**config.mk**
```make
export PLATFORM = sky130hd
export DESIGN_NAME = ext_irq_controller_flat
export DESIGN_NICKNAME = d
export VERILOG_FILES = /design/src/rtl/irq_pkg.sv /design/src/rtl/ext_irq_controller_if.sv /design/src/rtl/irq_sync_edge.sv /design/src/rtl/ext_irq_controller.sv /design/src/flat_wrapper.sv
export SDC_FILE = /design/constraint.sdc
export NUM_CORES = 1
export LEC_CHECK = 0
export ABC_CLOCK_PERIOD_IN_PS = 3600
export CAP_MARGIN = 40
export CORE_UTILIZATION = 25
export CTS_CLUSTER_SIZE = 40
export DETAILED_ROUTE_END_ITERATION = 8
export GPL_ROUTABILITY_DRIVEN = 1
export PLACE_DENSITY = 0.49
export RECOVER_POWER = 100
export REMOVE_ABC_BUFFERS = 1
export SYNTH_ARGS = -nofsm -noshare
export SYNTH_HDL_FRONTEND = slang
export SYNTH_SLANG_ARGS = --single-unit
```
**constraint.sdc**
```tcl
create_clock -name CLOCK_50 -period 3.6 [get_ports CLOCK_50]
set_clock_uncertainty 0.2 [all_clocks]
set_input_delay 0.54 -clock CLOCK_50 [delete_from_list [all_inputs] [get_ports CLOCK_50]]
set_output_delay 0.54 -clock CLOCK_50 [all_outputs]
set_load 0.1 [all_outputs]
```
**src/rtl/irq_pkg.sv**
```systemverilog
// -----------------------------------------------------------------------------
// irq_pkg
//
// Shared definitions for the external interrupt controller:
//   - NSRC_DEFAULT        : default number of external interrupt sources
//   - ACK_TIMEOUT_DEFAULT : default cycles ExtIRQ may wait for ExtIAck
//   - irq_state_e         : handshake FSM state encoding
// -----------------------------------------------------------------------------
package irq_pkg;

    localparam int NSRC_DEFAULT        = 8;
    localparam int ACK_TIMEOUT_DEFAULT = 1024;

    // Four-phase handshake with the processor:
    //   IDLE    - waiting for an enabled pending source
    //   ASSERT  - ExtIRQ high, waiting for ExtIAck
    //   RELEASE - ExtIRQ low, waiting for ExtIAck to drop
    typedef enum logic [1:0] {
        ST_IDLE    = 2'd0,
        ST_ASSERT  = 2'd1,
        ST_RELEASE = 2'd2
    } irq_state_e;

endpackage : irq_pkg

```
**src/rtl/ext_irq_controller_if.sv**
```systemverilog
// -----------------------------------------------------------------------------
// ext_irq_controller_if
//
// Bundles the interrupt request/acknowledge signals between the interrupt
// sources plus processor (master side) and the controller (slave side).
//
//   irq_src     : raw asynchronous request lines, rising edge = request
//   irq_mask    : 1 = source enabled for presentation
//   ExtIAck     : processor acknowledge (four-phase)
//   ExtIRQ      : registered interrupt request to the processor
//   irq_id      : index of the presented source, stable while ExtIRQ=1
//   irq_pending : registered pending bits (masked and unmasked)
//   irq_timeout : sticky acknowledge-timeout flag
// -----------------------------------------------------------------------------
interface ext_irq_controller_if
    import irq_pkg::*;
#(
    parameter int NSRC = NSRC_DEFAULT
) ();

    localparam int IDW = $clog2(NSRC);

    logic [NSRC-1:0] irq_src;
    logic [NSRC-1:0] irq_mask;
    logic            ExtIAck;
    logic            ExtIRQ;
    logic [IDW-1:0]  irq_id;
    logic [NSRC-1:0] irq_pending;
    logic            irq_timeout;

    // Sources and processor side
    modport master (
        output irq_src,
        output irq_mask,
        output ExtIAck,
        input  ExtIRQ,
        input  irq_id,
        input  irq_pending,
        input  irq_timeout
    );

    // Controller side
    modport slave (
        input  irq_src,
        input  irq_mask,
        input  ExtIAck,
        output ExtIRQ,
        output irq_id,
        output irq_pending,
        output irq_timeout
    );

endinterface : ext_irq_controller_if

```
**src/rtl/irq_sync_edge.sv**
```systemverilog
// -----------------------------------------------------------------------------
// irq_sync_edge
//
// One interrupt line: 2-flop synchronizer followed by a rising-edge detector.
//
//   clk   : sole clock
//   rst_n : asynchronous active-low reset, clears every flop
//   src   : raw asynchronous request line
//   rise  : one-cycle pulse when the synchronized line goes 0 -> 1
// -----------------------------------------------------------------------------
module irq_sync_edge
    import irq_pkg::*;
(
    input  logic clk,
    input  logic rst_n,
    input  logic src,
    output logic rise
);

    logic sync1_reg;
    logic sync2_reg;
    logic prev_reg;

    always_ff @(posedge clk or negedge rst_n) begin
        if (!rst_n) begin
            sync1_reg <= 1'b0;
            sync2_reg <= 1'b0;
            prev_reg  <= 1'b0;
        end else begin
            sync1_reg <= src;
            sync2_reg <= sync1_reg;
            prev_reg  <= sync2_reg;
        end
    end

    assign rise = sync2_reg & ~prev_reg;

endmodule : irq_sync_edge

```
**src/rtl/ext_irq_controller.sv**
```systemverilog
// -----------------------------------------------------------------------------
// ext_irq_controller
//
// Collects edge-triggered requests from NSRC external sources into pending
// bits and presents the lowest-indexed enabled one to the processor using a
// four-phase ExtIRQ/ExtIAck handshake. A sticky flag reports a request that
// stayed unacknowledged for ACK_TIMEOUT cycles.
//
// Parameters:
//   NSRC        : number of sources, 2..32
//   ACK_TIMEOUT : cycles in ASSERT without ack before irq_timeout is set
//
// Ports:
//   CLOCK_50 : sole clock, rising edge
//   reset    : asynchronous active-low reset
//   bus      : ext_irq_controller_if.slave (requests, mask, handshake, status)
// -----------------------------------------------------------------------------
module ext_irq_controller
    import irq_pkg::*;
#(
    parameter int NSRC        = NSRC_DEFAULT,
    parameter int ACK_TIMEOUT = ACK_TIMEOUT_DEFAULT
) (
    input  logic                 CLOCK_50,
    input  logic                 reset,
    ext_irq_controller_if.slave  bus
);

    localparam int IDW  = $clog2(NSRC);
    localparam int CNTW = $clog2(ACK_TIMEOUT + 1);

    localparam logic [1:0] S_IDLE    = ST_IDLE;
    localparam logic [1:0] S_ASSERT  = ST_ASSERT;
    localparam logic [1:0] S_RELEASE = ST_RELEASE;

    localparam logic [CNTW-1:0] CNT_MAX = CNTW'(ACK_TIMEOUT);
    localparam logic [NSRC-1:0] ONE_HOT0 = {{(NSRC-1){1'b0}}, 1'b1};

    // -------------------------------------------------------------------------
    // Per-source synchronizer and edge detector
    // -------------------------------------------------------------------------
    logic [NSRC-1:0] rise;

    generate
        for (genvar gi = 0; gi < NSRC; gi++) begin : g_src
            irq_sync_edge u_sync_edge (
                .clk   (CLOCK_50),
                .rst_n (reset),
                .src   (bus.irq_src[gi]),
                .rise  (rise[gi])
            );
        end
    endgenerate

    // -------------------------------------------------------------------------
    // Post-reset arming. The edge flops all clear to 0 in reset, so a line that
    // is already high would look like a fresh rising edge once it reaches
    // sync2. Edges are ignored until sync1, sync2 and prev have all been
    // refilled from the live input (three edges after release).
    // -------------------------------------------------------------------------
    logic [1:0] arm_reg;
    logic       edge_en;

    always_ff @(posedge CLOCK_50 or negedge reset) begin
        if (!reset) begin
            arm_reg <= 2'd0;
        end else if (arm_reg != 2'd3) begin
            arm_reg <= arm_reg + 2'd1;
        end
    end

    assign edge_en = (arm_reg == 2'd3);

    // -------------------------------------------------------------------------
    // State registers
    // -------------------------------------------------------------------------
    logic [1:0]      state_reg,   state_next;
    logic [IDW-1:0]  id_reg,      id_next;
    logic [NSRC-1:0] pending_reg, pending_next;
    logic [CNTW-1:0] cnt_reg,     cnt_next;
    logic            irq_reg,     irq_next;
    logic            timeout_reg, timeout_next;

    logic [NSRC-1:0] set_vec;
    logic [NSRC-1:0] clr_vec;
    logic [NSRC-1:0] req;
    logic [IDW-1:0]  sel_id;
    logic            ack_taken;

    assign set_vec   = rise & {NSRC{edge_en}};
    assign req       = pending_reg & bus.irq_mask;
    assign ack_taken = (state_reg == S_ASSERT) && bus.ExtIAck;

    // Clearing the serviced bit happens on the ack edge; a new edge on the
    // same source in that cycle must win, so set is OR-ed in after the clear.
    assign clr_vec      = ack_taken ? (ONE_HOT0 << id_reg) : '0;
    assign pending_next = (pending_reg & ~clr_vec) | set_vec;

    // Lowest index wins: scan from the top so the last hit is the lowest.
    always_comb begin
        sel_id = '0;
        for (int i = NSRC - 1; i >= 0; i--) begin
            if (req[i]) begin
                sel_id = IDW'(i);
            end
        end
    end

    // -------------------------------------------------------------------------
    // Handshake FSM and acknowledge timeout counter
    // -------------------------------------------------------------------------
    always_comb begin
        state_next = state_reg;
        id_next    = id_reg;
        cnt_next   = '0;
        case (state_reg)
            S_IDLE: begin
                if (|req) begin
                    state_next = S_ASSERT;
                    id_next    = sel_id;
                end
            end
            S_ASSERT: begin
                // id and the request are frozen here regardless of mask or
                // new higher-priority arrivals until the processor acks.
                if (bus.ExtIAck) begin
                    state_next = S_RELEASE;
                end else if (cnt_reg == CNT_MAX) begin
                    cnt_next = cnt_reg;
                end else begin
                    cnt_next = cnt_reg + 1'b1;
                end
            end
            S_RELEASE: begin
                if (!bus.ExtIAck) begin
                    state_next = S_IDLE;
                end
            end
            default: begin
                state_next = S_IDLE;
            end
        endcase
    end

    // The counter only reaches CNT_MAX while waiting in ASSERT without ack.
    assign timeout_next = timeout_reg | (cnt_next == CNT_MAX);
    assign irq_next     = (state_next == S_ASSERT);

    always_ff @(posedge CLOCK_50 or negedge reset) begin
        if (!reset) begin
            state_reg   <= S_IDLE;
            id_reg      <= '0;
            pending_reg <= '0;
            cnt_reg     <= '0;
            irq_reg     <= 1'b0;
            timeout_reg <= 1'b0;
        end else begin
            state_reg   <= state_next;
            id_reg      <= id_next;
            pending_reg <= pending_next;
            cnt_reg     <= cnt_next;
            irq_reg     <= irq_next;
            timeout_reg <= timeout_next;
        end
    end

    assign bus.ExtIRQ      = irq_reg;
    assign bus.irq_id      = id_reg;
    assign bus.irq_pending = pending_reg;
    assign bus.irq_timeout = timeout_reg;

endmodule : ext_irq_controller
```
**src/flat_wrapper.sv**
```systemverilog
// flat-port wrapper written by rule: the top's interface ports become plain ports
module ext_irq_controller_flat import irq_pkg::*;
#(
    parameter int NSRC        = NSRC_DEFAULT,
    parameter int ACK_TIMEOUT = ACK_TIMEOUT_DEFAULT
)
  (CLOCK_50, reset, bus_irq_src, bus_irq_mask, bus_ExtIAck, bus_ExtIRQ, bus_irq_id, bus_irq_pending, bus_irq_timeout);
  ext_irq_controller_if #(.NSRC(NSRC)) bus_i ();
  input  logic CLOCK_50;
  input  logic reset;
  input wire logic [$bits(bus_i.irq_src)-1:0] bus_irq_src;
  input wire logic [$bits(bus_i.irq_mask)-1:0] bus_irq_mask;
  input wire logic [$bits(bus_i.ExtIAck)-1:0] bus_ExtIAck;
  output wire logic [$bits(bus_i.ExtIRQ)-1:0] bus_ExtIRQ;
  output wire logic [$bits(bus_i.irq_id)-1:0] bus_irq_id;
  output wire logic [$bits(bus_i.irq_pending)-1:0] bus_irq_pending;
  output wire logic [$bits(bus_i.irq_timeout)-1:0] bus_irq_timeout;
  assign bus_i.irq_src = bus_irq_src;
  assign bus_i.irq_mask = bus_irq_mask;
  assign bus_i.ExtIAck = bus_ExtIAck;
  assign bus_ExtIRQ = bus_i.ExtIRQ;
  assign bus_irq_id = bus_i.irq_id;
  assign bus_irq_pending = bus_i.irq_pending;
  assign bus_irq_timeout = bus_i.irq_timeout;
  ext_irq_controller #(.NSRC(NSRC), .ACK_TIMEOUT(ACK_TIMEOUT)) u_core (.CLOCK_50(CLOCK_50), .reset(reset), .bus(bus_i));
endmodule
```
==> results of run 1 <==
synth_stat cells (4+ instances only):
cell type,number,area share (%)
sky130_fd_sc_hd__nand3_1,7,1.7
sky130_fd_sc_hd__nand2b_1,4,1.2
sky130_fd_sc_hd__o21ai_0,11,2.7
sky130_fd_sc_hd__a21oi_1,6,1.5
sky130_fd_sc_hd__nand2_1,20,3.6
sky130_fd_sc_hd__a22oi_1,4,1.5
sky130_fd_sc_hd__nor2_1,19,3.5
sky130_fd_sc_hd__dfrtp_1,52,63
sky130_fd_sc_hd__nand3b_1,8,2.9
sky130_fd_sc_hd__xnor2_1,7,3.0
sky130_fd_sc_hd__xor2_1,4,1.7
cells by family (layout without fill, tap and decap cells):
kind of cell             after synthesis  count (layout)  share of synthesized area (%)
AND/OR/NAND/NOR                       74              74                           18.5
flip-flops                            52              52                           63.0
AO/OA/AOI/OAI                         33              33                           10.5
XOR/XNOR                              11              11                           4.66
buffers and inverters                  5              56                          0.909
adder cells (fa/ha/maj)                3               3                           1.82
multiplexers                           1               1                          0.545
power by group through the flow:
stage,combinational (mW),clock (mW),sequential (mW)
floorplan,0.174,0,1.10
global placement,0.714,0,0.760
detailed placement,0.848,0,0.758
CTS,0.851,0.362,0.746
global route,0.772,0.385,0.764
finish,0.724,0.345,0.745
cells in the final DEF, fill, tap and decap left out, drive strengths merged, types with 6 or more instances in the layout:
cell type and count:
a21oi 6, clkbuf 19, clkdlybuf4s50 17, dfrtp 52, dlygate4sd3 12, nand2 20
nand3 7, nand3b 8, nor2 19, o21ai 11, xnor2 7
worst register-to-register path, stage by stage (launching register included):
cell                       delay, ns
sky130_fd_sc_hd__dfrtp_1        0.45
sky130_fd_sc_hd__inv_1          0.12
sky130_fd_sc_hd__ha_1           0.14
sky130_fd_sc_hd__nor2b_1        0.12
sky130_fd_sc_hd__nand4_1        0.24
sky130_fd_sc_hd__or3_1          0.38
sky130_fd_sc_hd__a2111o_1       0.42
sky130_fd_sc_hd__o31ai_1        0.21
worst max path at each step:
stage / to / from / cells past startpoint / slack, ns
floorplan: u_core.bus.irq_timeout / u_core.cnt_reg[0] / 7 / 1.48
global placement: u_core.bus.irq_timeout / bus_ExtIAck / 5 / 1.24
detailed placement: u_core.bus.irq_timeout / bus_ExtIAck / 5 / 1.22
CTS: u_core.bus.irq_timeout / u_core.cnt_reg[0] / 7 / 1.30
global route: bus_irq_pending[2] / u_core.bus.irq_pending[2] / 2 / 0.70
finish: bus_irq_pending[1] / u_core.bus.irq_pending[1] / 2 / 0.76
area by class of cell:
| type | count | area (um^2) |
|---|---|---|
| clock buffer | 5 | 68.8 |
| tap | 102 | 128 |
| inverter | 3 | 11.3 |
| clock inverter | 3 | 25.0 |
| sequential | 52 | 1300 |
| timing repair buffer | 45 | 390 |
| fill | 823 | 5190 |
| multi-input combinational | 122 | 734 |
layer usage:
layer	share of wire [%]	GRT usage (%)
met5	0	0
met4	2.0	5.00
met3	3.4	2.46
met2	46	15.7
met1	48	14.6
what timing repair did:
item / in CTS / in global routing
hold buffers: 1 / 0
hold endpoints to repair: 9 / 0
setup buffers: 0 / 0
resized for setup: 0 / 0
==> results.yml, run 1 <==
status:
  outcome: "completed"
routing:
  detail_route.iter0.violations: 52
  total_vias_in_the_final_route: 1447
  avgRoutedWirePerCell_um: 12.2
  routed_wl_mm: 4.06
  ant_nets: 0
  vias_per_cell: 4.36
  drt_pass1_iterations: 4
  route.detailed.drc: 0
power:
  power.switching_fraction_pct: 45.3
  int_power_mw: 0.992
  comb_power_share_pct: 39.9
  switchingPower_mw: 0.823
  power.clock.fraction_pct: 19.0
  irDropWorstVdd_mv: 0.206
  totalPowerFinal_mw: 1.81
  power.share.sequential_pct: 41.1
  power.leakage_nw: 1.04
  power-per-cell-area_nw_per_um2: 683
setup_path:
  crit_path_cell_trace: "clkdlybuf4s50_1, clkbuf_1"
  critical_path.slowest_cell: "sky130_fd_sc_hd__clkbuf_1"
  timing.critical_path.required_ns: 2.86
  critical_path.top_delay_family: "buffers and inverters"
  critPathLaunchType: "flop"
  setup.worst_path.end_class: "output port"
  worstSetupPathType: "reg2out"
  timing.rr.end: "u_core.bus.irq_timeout"
  crit_fanout: 4
  critPathMaxStageDelay_ns: 0.87
  r2r_slack_ns: 1.24
  crit-reg2reg-launch: "u_core.cnt_reg[0]"
  timing.critical_path.buf_inv: 2
  critical_path_arrival_ns: 2.10
  ff2ff_path_depth: 7
min_path:
  timing.hold.worst_path_depth: 0
  min_path_type: "reg2reg"
  hold_path.startpoint: "u_core.g_src[3].u_sync_edge.sync1_reg"
  worstHoldEndpoint: "u_core.g_src[3].u_sync_edge.sync2_reg"
sta:
  report.final.setup_viol: 0
  tightestPinTransition_ns: 1.19
  achievable-frequency_mhz: 352
  grt_setup_unrepaired: "false"
  max_slew_margin_pct: 21.1
  final_worst_path_setup_slack_ns: 0.759
  timing_max_transition_violations_final: 0
  timing.final.crit_share_pct: 78.9
  final_hold_viol_count: 0
  totalNegativeSetupSlack_ns: 0
  finalCriticalPeriod_ns: 2.84
  fin_worst_hold_slack_ns: 0.152
layout:
  finish.cell_count_without_fillers: 332
  final_cell_area_um2: 2660
  num-nets-final: 251
  finalCoreUtilization_pct: 33.9
  n_antenna_cell: 0
  area.growth.synth_to_final_pct: 28.7
  number_of_flip_flops_under_the_largest_register_name: 11
  fraction_of_layout_instances_using_a_drive_strength_above_1_pct: 5.65
grt:
  via_count_of_the_first_global_routing_pass: 1458
  grt.total_usage_pct: 10.6
  grt.overflow.total: 0
  maximum_number_of_pins_on_one_net_before_global_route_repair: 33
  grt_antenna_before_repair: 0
  wire_length_of_the_first_global_routing_pass_mm: 7.03
yosys:
  syn_avg_cell_area_um2: 11.5
  postSynth.asyncResetShare_pct: 100
  synth-edff-count: 0
  postSynthRegisterBits: 52
  synthDistinctLibCells: 34
  syn_area_um2: 2070
  synth_top_flop_cell: "sky130_fd_sc_hd__dfrtp_1"
  synthCells: 179
  synth_sequential_area_ratio_pct: 63.0
  yosysWarningCount: 0
run:
  drv_cap: 0
floorplan:
  ioPinCount: 32
  floorplan.die.height_um: 92.9
  die_width_um: 92.9
  row_count: 32
  coreArea_um2: 7850
  floorplan.die_area_um2: 8630
  floorplan.initialDensity_pct: 26.3
clocking:
  tritoncts: "done"
  cts-root-to-sink-buffers: 2
  clkLatencyLatePin_ns: 0.31
  tritoncts_num_sinks: 52
  numCtsBuffers: 5
  cts.htree.levels: 2
  clkTransAtPathRegs_ns: 0.10
  clock_tree.root_cell: "sky130_fd_sc_hd__clkbuf_8"
placement:
  dp_hpwl_mm: 3.01
  place.gp.congestion: 0.729
  io_buffer_count: 31
  post_dp_cell_area_um2: 2690
  dp_slack_ns: 1.22
  dpl.cell_count: 323
(Power assumes the default switching activity.)
==> run 2, diff against run 1 <==
ABC_CLOCK_PERIOD_IN_PS = 2950   (was 3600)
clock period = 2.95 ns   (was 3.6 ns; I/O delays follow)
==> results.yml, run 2 (synthesis results as in run 1) <==
grt:
  grt.overflow.total: 0
  grt_antenna_before_repair: 0
  maximum_number_of_pins_on_one_net_before_global_route_repair: 22
  via_count_of_the_first_global_routing_pass: 1376
  wire_length_of_the_first_global_routing_pass_mm: 7.02
  grt.total_usage_pct: 10.7
sta:
  finalCriticalPeriod_ns: 2.36
  achievable-frequency_mhz: 423
  timing.final.crit_share_pct: 80.1
  final_hold_viol_count: 0
  timing_max_transition_violations_final: 0
  final_worst_path_setup_slack_ns: 0.586
  tightestPinTransition_ns: 1.18
  report.final.setup_viol: 0
  max_slew_margin_pct: 21.2
  grt_setup_unrepaired: "false"
  totalNegativeSetupSlack_ns: 0
setup_path:
  r2r_slack_ns: 0.59
  critPathLaunchType: "flop"
  setup.worst_path.end_class: "flop"
  timing.critical_path.required_ns: 2.96
  cp-startpoint: "u_core.cnt_reg[0]"
  timing.rr.end: "u_core.bus.irq_timeout"
  critical_path_arrival_ns: 2.37
  crit-reg2reg-launch: "u_core.cnt_reg[0]"
  ff2ff_path_depth: 7
  crit_fanout: 6
  worstSetupPathType: "reg2reg"
clocking:
  cts-root-to-sink-buffers: 2
  numCtsBuffers: 5
  tritoncts_num_sinks: 52
  clock_tree.root_cell: "sky130_fd_sc_hd__clkbuf_8"
  clkTransAtPathRegs_ns: 0.10
  tritoncts: "done"
  cts.htree.levels: 2
  clkLatencyLatePin_ns: 0.31
  cts.repair_timing.setup_buffer_count: 0
placement:
  dp_hpwl_mm: 3.01
  io_buffer_count: 31
  place.gp.congestion: 0.816
  dp_slack_ns: 0.683
power:
  int_power_mw: 1.14
  irDropWorstVdd_mv: 0.235
  power.share.sequential_pct: 42.5
  power.clock.fraction_pct: 20.4
  power-per-cell-area_nw_per_um2: 854
  power.switching_fraction_pct: 47.0
  totalPowerFinal_mw: 2.15
  power.leakage_nw: 0.983
  switchingPower_mw: 1.01
  comb_power_share_pct: 37.2
floorplan:
  floorplan.initialDensity_pct: 26.3
  floorplan.die.height_um: 92.9
  row_count: 32
  floorplan.die_area_um2: 8630
  ioPinCount: 32
  coreArea_um2: 7850
  die_width_um: 92.9
routing:
  ant_nets: 0
  total_vias_in_the_final_route: 1390
  detail_route.iter0.violations: 33
  drt_pass1_iterations: 4
  vias_per_cell: 4.32
  route.detailed.drc: 0
  avgRoutedWirePerCell_um: 12.9
  routed_wl_mm: 4.15
layout:
  most-common-layout-cells: "52 x sky130_fd_sc_hd__dfrtp_1, 20 x sky130_fd_sc_hd__nand2_1, 19 x sky130_fd_sc_hd__nor2_1"
  num-nets-final: 241
  final_common_cell: "sky130_fd_sc_hd__dfrtp_1"
  number_of_flip_flops_under_the_largest_register_name: 11
  area.growth.synth_to_final_pct: 21.9
  fraction_of_layout_instances_using_a_drive_strength_above_1_pct: 5.45
  n_antenna_cell: 0
min_path:
  hold_path.startpoint: "u_core.g_src[6].u_sync_edge.sync1_reg"
  worstHoldEndpoint: "u_core.g_src[6].u_sync_edge.sync2_reg"
  min_path_type: "reg2reg"
  timing.hold.worst_path_depth: 0
run:
  drv_cap: 0
status:
  outcome: "completed"
run 2: area by class of cell:
cell class                 instances  area, um^2
multi-input combinational        122         734
tap                              102         128
timing repair buffer              35         245
clock inverter                     3        28.8
inverter                           3        11.3
sequential                        52        1300
fill                             845        5330
clock buffer                       5        68.8
run 2: repair_timing:
item                                   in CTS  in global routing
gates resized for setup                     0                  0
hold buffers                                1                  0
endpoints found under the hold margin      19                  0
run 2: worst max-delay path: stages (launching register included):
cell	delay, ns
sky130_fd_sc_hd__dfrtp_1	0.45
sky130_fd_sc_hd__inv_1	0.12
sky130_fd_sc_hd__ha_1	0.14
sky130_fd_sc_hd__nor2b_1	0.12
sky130_fd_sc_hd__nand4_1	0.23
sky130_fd_sc_hd__or3_1	0.37
sky130_fd_sc_hd__a2111o_1	0.41
sky130_fd_sc_hd__o31ai_1	0.22
run 2: power groups by stage:
| stage | Clock (mW) | Sequential [mW] | Combinational (mW) |
|---|---|---|---|
| 4_1_cts | 0.458 | 0.917 | 0.868 |
| 5_1_grt | 0.489 | 0.934 | 0.854 |
| 3_3_place_gp | 0 | 0.929 | 0.862 |
| 2_1_floorplan | 0 | 1.34 | 0.212 |
| 3_5_place_dp | 0 | 0.931 | 0.864 |
| 6_report | 0.438 | 0.913 | 0.799 |
run 2: how the worst max path moves through the flow:
stage	end	slack, ns	cells past startpoint
global route	u_core.cnt_reg[3]	0.25	3
detailed placement	u_core.bus.irq_timeout	0.68	7
finish	u_core.bus.irq_timeout	0.59	7
CTS	u_core.bus.irq_timeout	0.63	7
floorplan	u_core.bus.irq_timeout	0.83	7
global placement	u_core.bus.irq_timeout	0.75	7
run 2: layer usage:
| layer | vias up | share of wire [%] | wire [um] | global-route usage, % |
|---|---|---|---|---|
| met5 | - | 0 | 0 | 0 |
| met4 | 0 | 2.0 | 82 | 4.62 |
| met3 | 5 | 3.2 | 132 | 2.38 |
| met2 | 22 | 46 | 1910 | 16.6 |
| met1 | 662 | 49 | 2030 | 14.2 |
| li1 | 701 | - | - | - |
run 2: metrics by stage:
stage | cell area, um^2 | instances | utilization, % | hold slack, ns
floorplan | 2060 | 177 | - | -0.0531
global placement | 2480 | 313 | 31.6 | 0.133
detailed placement | 2480 | 313 | 31.6 | 0.135
CTS | 2590 | 322 | 33.0 | 0.161
global route | 2520 | 322 | 32.1 | 0.168
finish | 2520 | 322 | 32.1 | 0.156
==> run 3, diff against run 2 <==
ABC_CLOCK_PERIOD_IN_PS = 2400   (was 2950)
clock period = 2.4 ns   (was 2.95 ns; I/O delays follow)
==> results.yml, run 3 (synthesis results as in run 1) <==
grt:
  maximum_number_of_pins_on_one_net_before_global_route_repair: 30
  grt.total_usage_pct: 10.3
  grt_antenna_before_repair: 0
  grt.overflow.total: 0
  wire_length_of_the_first_global_routing_pass_mm: 6.96
  via_count_of_the_first_global_routing_pass: 1417
sta:
  timing_max_transition_violations_final: 0
  timing.final.crit_share_pct: 93.4
  totalNegativeSetupSlack_ns: 0
  report.final.setup_viol: 0
  tightestPinTransition_ns: 1.44
  finalCriticalPeriod_ns: 2.24
  grt_setup_unrepaired: "false"
  final_hold_viol_count: 0
  max_slew_margin_pct: 4.29
  achievable-frequency_mhz: 446
  final_worst_path_setup_slack_ns: 0.158
  fin_worst_hold_slack_ns: 0.159
layout:
  fillCellCount: 819
  area.growth.synth_to_final_pct: 23.7
  most-common-layout-cells: "52 x sky130_fd_sc_hd__dfrtp_1, 20 x sky130_fd_sc_hd__nand2_1, 19 x sky130_fd_sc_hd__nor2_1"
  area_of_all_sequential_standard_cells_um2: 1300
  num-nets-final: 240
  area_of_combinational_cells_with_multiple_inputs_um2: 746
  fraction_of_layout_instances_using_a_drive_strength_above_1_pct: 11.9
  final_common_cell: "sky130_fd_sc_hd__dfrtp_1"
  finish.cell_count_without_fillers: 321
  number_of_flip_flops_under_the_largest_register_name: 11
  n_antenna_cell: 0
routing:
  vias_per_cell: 4.31
  routed_wl_mm: 4.02
  route.detailed.drc: 0
  ant_nets: 0
  avgRoutedWirePerCell_um: 12.5
  total_vias_in_the_final_route: 1383
  drt_pass1_iterations: 4
  detail_route.iter0.violations: 49
setup_path:
  critical_path.top_delay_family: "simple AND/OR/NAND/NOR gates"
  setup.worst_path.end_class: "flop"
  crit_fanout: 6
  timing.critical_path.buf_inv: 1
  critical_path.slowest_cell: "sky130_fd_sc_hd__dfrtp_1"
  worstSetupPathType: "reg2reg"
  crit_path_cell_trace: "inv_1, ha_1, nor2b_1, nand4_2, or3_1, a2111o_1, o31ai_2"
  critPathLaunchType: "flop"
  timing.critical_path.required_ns: 2.42
  critPathMaxStageDelay_ns: 0.45
  critical_path_arrival_ns: 2.26
status:
  outcome: "completed"
floorplan:
  floorplan.die.height_um: 92.9
  row_count: 32
  ioPinCount: 32
  floorplan.die_area_um2: 8630
  coreArea_um2: 7850
  die_width_um: 92.9
  floorplan.initialDensity_pct: 26.3
power:
  comb_power_share_pct: 37.7
  totalPowerFinal_mw: 2.66
  switchingPower_mw: 1.24
  power.leakage_nw: 1.02
  power.switching_fraction_pct: 46.5
  power.clock.fraction_pct: 20.3
  int_power_mw: 1.42
  irDropWorstVdd_mv: 0.334
  power.share.sequential_pct: 42.0
  power-per-cell-area_nw_per_um2: 1040
clocking:
  cts.htree.levels: 2
  clkTransAtPathRegs_ns: 0.11
  cts-root-to-sink-buffers: 2
  tritoncts: "done"
  numCtsBuffers: 5
  tritoncts_num_sinks: 52
  ctsResizeCount: 0
  clock_tree.root_cell: "sky130_fd_sc_hd__clkbuf_8"
  clkLatencyLatePin_ns: 0.30
  cts.repair_timing.setup_buffer_count: 0
placement:
  place.gp.congestion: 0.829
  io_buffer_count: 31
  dp_hpwl_mm: 2.91
  dp_slack_ns: 0.148
  dpl.cell_count: 312
min_path:
  min_path_type: "reg2reg"
run:
  drv_cap: 0
run 3: cell types whose count changed in the layout (fill, tap and decap cells not counted):
cell / change
sky130_fd_sc_hd__clkbuf_1: -13
sky130_fd_sc_hd__clkbuf_2: +11
sky130_fd_sc_hd__buf_12: +1
sky130_fd_sc_hd__nand4_1: -1
sky130_fd_sc_hd__nand4_2: +1
sky130_fd_sc_hd__o31ai_1: -1
sky130_fd_sc_hd__o31ai_2: +1
run 3: path summary, 6_finish.rpt:
path	start	endpoint	slack (ns)	cells past startpoint
max	u_core.cnt_reg[0]	u_core.bus.irq_timeout	0.16	7
min	u_core.g_src[2].u_sync_edge.sync1_reg	u_core.g_src[2].u_sync_edge.sync2_reg	0.16	0
max reg2reg	u_core.cnt_reg[0]	u_core.bus.irq_timeout	0.16	7
min reg2reg	u_core.g_src[2].u_sync_edge.sync1_reg	u_core.g_src[2].u_sync_edge.sync2_reg	0.16	0
max in group asynchronous	reset	u_core.bus.irq_pending[1]	0.44	2
min in group asynchronous	reset	u_core.cnt_reg[10]	0.72	2
run 3: per-stage QoR:
| step | cell area [um^2] | util (%) |
|---|---|---|
| 2_1_floorplan | 2060 | - |
| 3_3_place_gp | 2490 | 31.7 |
| 3_5_place_dp | 2490 | 31.7 |
| 4_1_cts | 2590 | 33.1 |
| 5_1_grt | 2550 | 32.6 |
| 6_report | 2550 | 32.6 |
run 3: power groups by stage:
stage	clock network [mW]	logic, mW	registers, mW
6_report	0.540	1.00	1.12
5_1_grt	0.595	1.07	1.14
4_1_cts	0.559	1.07	1.12
3_5_place_dp	0	1.06	1.14
3_3_place_gp	0	1.06	1.14
2_1_floorplan	0	0.261	1.65
run 3: layout make-up:
cell class	instances	share of cell area, %
Clock inverter	3	1.13
Sequential cell	52	50.9
Timing Repair Buffer	34	10.6
Tap cell	102	5.00
Multi-Input combinational cell	122	29.2
Clock buffer	5	2.69
Inverter	3	0.441
run 3: metal layers:
layer  share of wire (%)  vias to the layer above  track usage (%)
met5                   0                        -                0
met4                0.99                        0             3.08
met3                 2.7                        2             1.97
met2                  45                       18             16.1
met1                  51                      666             14.3
li1                    -                      697                -
run 3: timing repair:
item | CTS | global route
hold buffers | 1 | 0
hold endpoints to repair | 23 | 0
endpoints found under the setup margin | 0 | 1
